==> config.mk <==
export PLATFORM = sky130hd
export DESIGN_NAME = gf2_4_div_arb
export DESIGN_NICKNAME = d
export VERILOG_FILES = /design/src/rtl/gf2_4_div_arb.sv
export SDC_FILE = /design/constraint.sdc
export NUM_CORES = 1
export LEC_CHECK = 0
export ABC_AREA = 1
export CAP_MARGIN = 20
export CORE_ASPECT_RATIO = 0.5
export CORE_UTILIZATION = 44
export DETAILED_ROUTE_END_ITERATION = 8
export PLACE_DENSITY = 0.74
export SYNTH_ARGS = -nofsm -noshare
export SYNTH_HDL_FRONTEND = slang
export SYNTH_SLANG_ARGS = --single-unit
==> constraint.sdc <==
create_clock -name clk_i -period 1.93 [get_ports clk_i]
set_clock_uncertainty 0.15 [all_clocks]
set_input_delay 0.4825 -clock clk_i [delete_from_list [all_inputs] [get_ports clk_i]]
set_output_delay 0.4825 -clock clk_i [all_outputs]
set_load 0.02 [all_outputs]
==> src/rtl/gf2_4_div_arb.sv <==
// gf2_4_div_arb
// Shared GF(2^4) divider (primitive polynomial x^4+x+1) for the RS(15,9)
// decoder. Up to NUM_REQ requesters are arbitrated round-robin onto a single
// inverse table and a single GF multiplier. Each accepted operation returns
// num * den^-1 three cycles after the handshake. The result is tagged one-hot
// to the requester that issued it.
//
// Ports
//   clk_i        system clock, rising edge
//   rst_i        asynchronous active-high reset
//   req_valid_i  per-requester request valid
//   req_ready_o  per-requester accept (at most one bit set, only in IDLE)
//   req_num_i    packed dividends, requester k at [k*4 +: 4]
//   req_den_i    packed divisors, same packing
//   rsp_valid_o  one-hot single-cycle result strobe
//   rsp_data_o   quotient (held between strobes)
//   rsp_div0_o   divisor was zero (held between strobes)
//   busy_o       operation in flight
module gf2_4_div_arb #(
  parameter int NUM_REQ    = 2,
  parameter int DATA_WIDTH = 4
) (
  input  logic                           clk_i,
  input  logic                           rst_i,
  input  logic [NUM_REQ-1:0]             req_valid_i,
  output logic [NUM_REQ-1:0]             req_ready_o,
  input  logic [NUM_REQ*DATA_WIDTH-1:0]  req_num_i,
  input  logic [NUM_REQ*DATA_WIDTH-1:0]  req_den_i,
  output logic [NUM_REQ-1:0]             rsp_valid_o,
  output logic [DATA_WIDTH-1:0]          rsp_data_o,
  output logic                           rsp_div0_o,
  output logic                           busy_o
);

  localparam int IDX_W = (NUM_REQ > 2) ? 2 : 1;

  // Low-order terms of x^4+x+1, folded back in whenever x^4 appears.
  localparam logic [DATA_WIDTH-1:0] POLY_LOW = 4'b0011;

  typedef enum logic [1:0] {
    S_IDLE = 2'd0,
    S_INV  = 2'd1,
    S_MUL  = 2'd2
  } state_t;

  state_t state, state_nxt;

  logic [IDX_W-1:0]      rr_ptr;
  logic [IDX_W-1:0]      gnt_sel;
  logic                  gnt_found;
  logic [DATA_WIDTH-1:0] num_sel;
  logic [DATA_WIDTH-1:0] den_sel;
  logic                  handshake;

  logic [IDX_W-1:0]      gnt_p0;
  logic [DATA_WIDTH-1:0] num_p0;
  logic [DATA_WIDTH-1:0] den_p0;
  logic [DATA_WIDTH-1:0] inv_p1;

  // Multiplicative inverse in GF(2^4); zero maps to zero so that a zero
  // divisor yields a zero quotient.
  function automatic logic [DATA_WIDTH-1:0] gf_inv(input logic [DATA_WIDTH-1:0] d);
    logic [DATA_WIDTH-1:0] r;
    case (d)
      4'd1:    r = 4'd1;
      4'd2:    r = 4'd9;
      4'd3:    r = 4'd14;
      4'd4:    r = 4'd13;
      4'd5:    r = 4'd11;
      4'd6:    r = 4'd7;
      4'd7:    r = 4'd6;
      4'd8:    r = 4'd15;
      4'd9:    r = 4'd2;
      4'd10:   r = 4'd12;
      4'd11:   r = 4'd5;
      4'd12:   r = 4'd10;
      4'd13:   r = 4'd4;
      4'd14:   r = 4'd3;
      4'd15:   r = 4'd8;
      default: r = 4'd0;
    endcase
    return r;
  endfunction

  // Shift-and-add polynomial multiply, reducing each shifted copy of a
  // modulo x^4+x+1 as it goes so no intermediate exceeds DATA_WIDTH bits.
  function automatic logic [DATA_WIDTH-1:0] gf_mul(input logic [DATA_WIDTH-1:0] a,
                                                   input logic [DATA_WIDTH-1:0] b);
    logic [DATA_WIDTH-1:0] acc;
    logic [DATA_WIDTH-1:0] sh;
    acc = '0;
    sh  = a;
    for (int i = 0; i < DATA_WIDTH; i++) begin
      if (b[i]) acc = acc ^ sh;
      sh = {sh[DATA_WIDTH-2:0], 1'b0} ^ (sh[DATA_WIDTH-1] ? POLY_LOW : '0);
    end
    return acc;
  endfunction

  // Round-robin pick: the lowest valid index at or above rr_ptr wins;
  // otherwise the lowest valid index below it. The second loop runs last
  // so it overrides the wrap-around candidates.
  always_comb begin
    gnt_sel   = '0;
    gnt_found = 1'b0;
    for (int k = NUM_REQ - 1; k >= 0; k--) begin
      if (req_valid_i[k] && (IDX_W'(k) < rr_ptr)) begin
        gnt_sel   = IDX_W'(k);
        gnt_found = 1'b1;
      end
    end
    for (int k = NUM_REQ - 1; k >= 0; k--) begin
      if (req_valid_i[k] && (IDX_W'(k) >= rr_ptr)) begin
        gnt_sel   = IDX_W'(k);
        gnt_found = 1'b1;
      end
    end
  end

  always_comb begin
    num_sel = '0;
    den_sel = '0;
    for (int k = 0; k < NUM_REQ; k++) begin
      if (gnt_sel == IDX_W'(k)) begin
        num_sel = req_num_i[k*DATA_WIDTH +: DATA_WIDTH];
        den_sel = req_den_i[k*DATA_WIDTH +: DATA_WIDTH];
      end
    end
  end

  assign handshake = (state == S_IDLE) && gnt_found;
  assign busy_o    = (state != S_IDLE);

  always_ff @(posedge clk_i or posedge rst_i) begin
    if (rst_i) state <= S_IDLE;
    else       state <= state_nxt;
  end

  // Ready is forced low while reset is held so nothing appears accepted
  // during reset even though the state register reads IDLE.
  always_comb begin
    state_nxt   = state;
    req_ready_o = '0;
    unique case (state)
      S_IDLE: begin
        if (gnt_found) begin
          state_nxt = S_INV;
          for (int k = 0; k < NUM_REQ; k++) begin
            req_ready_o[k] = ~rst_i & (gnt_sel == IDX_W'(k));
          end
        end
      end
      S_INV:   state_nxt = S_MUL;
      S_MUL:   state_nxt = S_IDLE;
      default: state_nxt = S_IDLE;
    endcase
  end

  always_ff @(posedge clk_i or posedge rst_i) begin
    if (rst_i) begin
      rr_ptr      <= '0;
      gnt_p0      <= '0;
      num_p0      <= '0;
      den_p0      <= '0;
      inv_p1      <= '0;
      rsp_valid_o <= '0;
      rsp_data_o  <= '0;
      rsp_div0_o  <= 1'b0;
    end else begin
      rsp_valid_o <= '0;
      // p0: operands captured at the handshake
      if (handshake) begin
        num_p0 <= num_sel;
        den_p0 <= den_sel;
        gnt_p0 <= gnt_sel;
        rr_ptr <= (gnt_sel == IDX_W'(NUM_REQ - 1)) ? '0 : gnt_sel + 1'b1;
      end
      // p1: divisor inverse
      if (state == S_INV) begin
        inv_p1 <= gf_inv(den_p0);
      end
      // p2: product and tagged result strobe
      if (state == S_MUL) begin
        rsp_data_o  <= gf_mul(num_p0, inv_p1);
        rsp_div0_o  <= (den_p0 == '0);
        rsp_valid_o <= {{(NUM_REQ-1){1'b0}}, 1'b1} << gnt_p0;
      end
    end
  end

endmodule

==> summary.txt <==
Outcome
  – Status: complete, no violations

Clock network
  – Total CTS buffers: 3
  – Post-CTS Hold Buffers: 0
  – Root Buffer Master: clkbuf_8
  – Htree depth: 1
  – CTS tree: yes
  – Clk sink count: 23
  – Clk_lat worst skew: roughly 260 ps
  – Clock Pin Slew Worst Setup and Hold Paths: ~80 ps
  – Clock Path Buffers: 2

STA
  – Worst Tran Pin Value: between 400 and 500 ps
  – RSZ-0062 raised after global routing: yes
  – Final period util: just under 100%
  – Max Fclk: between 500 and 600 MHz
  – Slew margin rel.: 71.1%
  – Worst Slack Setup Final: ~44 ps
  – Final min period: about 1900 ps
  – Final Hold Viols: 0
  – Max Slew Vio Count: 0
  – # setup viols final: 0

Worst setup path
  – Required @ worst endpoint: 1300 ps
  – Critical path capture point type: output port
  – WP data arrival: between 1000 and 1500 ps
  – CP startpoint kind: register
  – CP max FO: 4
  – Kind of critical path: reg2out

Synth
  – Syn_area_per_cell: 7.35 um2
  – Synth Warn #: 0
  – Synth cell types: 25
  – Syn nets: around 220
  – Post-synth design cell area: 1450 um2
  – Top cells by area, synth: dfrtp_1 (40%), nand2_1 (16%), nand3_1 (9.0%), inv_1 (6.2%), ha_1 (6.1%)
  – Syn Inst Count: 197
  – Area leader, netlist: dfrtp_1
  – Register area share after synthesis: between 30% and 40%
  – Share of the synthesized area in the top cell type: between 30% and 40%
  – Flops & latches, synth: 23

Power and ir drop
  – Sequential share of power: roughly 33%
  – Leak: 0.946 nW
  – Total net switching power: 1.41 mW
  – Pwr/cell area: around 1600 nW/um2
  – Peak supply drop: between 0.0008 and 0.0009 V
  – Logic pwr share: 57.7%
  – Cell internal pwr: roughly 1.6 mW
  – Sw Share: 46.6%
  – Clk network pwr share: roughly 9.7%

Place
  – DP Worst Slack: -728 ps
  – DP HPWL: roughly 2300 um
  – Port Buffer Count: 29
  – Placed Area: 1810 um2
  – GP Congestion: 0.895

GRT
  – Largest net degree at the start of global routing: 24
  – GRT Overall Usage: a little under a fifth
  – Initial antenna violation count: 0
  – Total grt overflow: 0
  – First-pass GRT wire length: 5260 um
  – Vias in the first global route: approximately 1200

Route
  – Met3 wire len: roughly 120 um
  – Drt pass-1 iters: 4
  – Routed via count: approximately 1400
  – Via density per instance: around 5.0
  – DRT Wirelength: approximately 3000 um
  – ANT nets after route: 0
  – DRC: 0
  – Iter 0 DRT Violations: 79
  – Routed met2 length: 1370 um
  – Wire length on met1: approximately 1500 um
  – Uppermost layer routed: met4
  – Routed len/inst: ~11 um

Die
  – Std cell rows: 14
  – DIE WIDTH: about 83 um
  – # IOs: 30
  – Die ar.: approximately 3500 um2
  – Initial cell density of the core: approximately 47%
  – Core ar.: roughly 3100 um2
  – Die H: 42.6 um

Final layout
  – Area delta synth->final: 30.6%
  – Final instance area: about 1900 um2
  – Antenna diodes: 0
  – # nets final: 262
  – Layout cells sized above 1: between 10% and 20%
  – Multi-input logic area: ~760 um2
  – Sequential cell area: 576 um2
  – FILL cells: between 200 and 300

Flow run
  – Max cap viols: 0

Worst hold path
  – Hold Crit Class: reg2reg
area by class of cell:
class / instances / area share, %
Multi-Input combinational cell: 142 / 40.3
Clock inverter: 1 / 0.265
Timing Repair Buffer: 39 / 19.0
Clock buffer: 3 / 2.18
Tap cell: 40 / 2.65
Inverter: 26 / 5.16
Sequential cell: 23 / 30.4
path summary, 6_finish.rpt:
kind                            from        endpoint  slack, ps  cells past startpoint
max                         state[1]  req_ready_o[1]         40                      6
min                           gnt_p0  rsp_valid_o[0]        270                      1
max reg2reg                den_p0[1]       inv_p1[0]        320                      5
min reg2reg                   gnt_p0  rsp_valid_o[0]        270                      1
max in group asynchronous      rst_i       inv_p1[0]        920                      3
min in group asynchronous      rst_i       inv_p1[1]        490                      3
synth_stat cells:
cell type and n:
xnor2_1 3, nor2_2 3, nand2_1 61, clkbuf_2 1, o31ai_1 1, nor2_1 11, nand2_2 1, o21ai_1 2
nand3_2 2, a31oi_1 2, inv_1 24, nand3_1 26, ha_1 7, or2_1 1, inv_2 1, buf_4 2
buf_2 3, dfrtp_1 23, o221ai_1 7, a21oi_1 4, clkinv_1 1, nand4_1 1, xor2_1 1, nand3b_1 1
o21ai_0 8
state kept, by name, indices dropped and copies added, names as in the netlist:
register / count
rsp_div0_o: 1
den_p0: 4
rr_ptr: 1
rsp_data_o: 4
rsp_valid_o: 2
num_p0: 4
inv_p1: 4
state: 2
gnt_p0: 1
through the flow:
step                      TNS [ps]  util, %  cells  total power [mW]  hold slack (ps)
after floorplan                  0        -    197              2.18              253
after global placement       -1320     59.1    268              2.61              262
after detailed placement     -1450     59.1    268              2.67              263
after CTS                        0     60.7    272              2.97              276
after global routing         -14.5     61.7    274              3.34              296
final                            0     61.7    274              3.01              274
power by group through the flow:
stage / logic (mW) / clock network, mW / registers [mW]
after detailed placement: 1.69 / 0 / 0.984
after global placement: 1.65 / 0 / 0.969
final: 1.74 / 0.293 / 0.983
after floorplan: 1.25 / 0 / 0.939
after global routing: 1.99 / 0.322 / 1.02
after CTS: 1.70 / 0.299 / 0.974
cell families (layout without fill, tap and decap cells):
| family | after synthesis | count (layout) | share of synthesized area, % |
|---|---|---|---|
| flip-flops | 23 | 23 | 39.8 |
| AND/OR/NAND/NOR | 107 | 107 | 32.2 |
| AO/OA/AOI/OAI | 24 | 24 | 10.5 |
| buffers and inverters | 32 | 69 | 9.16 |
| adder cells (fa/ha/maj) | 7 | 7 | 6.05 |
| XOR/XNOR | 4 | 4 | 2.42 |
metal layers:
layer | GRT usage [%] | vias to the layer above
met3 | 4.13 | 2
met5 | 0 | -
li1 | - | 710
met1 | 23.4 | 622
met2 | 33.4 | 36
met4 | 3.10 | 0
critical path, stage by stage (launching register included):
cell,delay (ps)
dfrtp_1,410
inv_2,90
nand2_4,60
nor2_4,120
nand3_2,80
nor2_1,90
buf_4,140
cell usage in the layout, fill, tap and decap left out, drive strengths merged, types with 2 or more instances in the layout:
cell type and instances:
nand3 28, clkdlybuf4s50 24, dfrtp 23, o221ai 7, o21ai 10, clkinv 2
nor2 14, buf 12, clkdlybuf4s15 2, inv 25, clkbuf 3, a21oi 4
a31oi 2, nand2 62, ha 7, xnor2 3
timing repair:
action | CTS | global route
resized for setup | 16 | 8
pin swaps | 3 | 2
buffers inserted | 0 | 2
cloned | 0 | 0
setup endpoints to repair | 3 | 3
No activity file was read; power rests on OpenSTA's default activity.
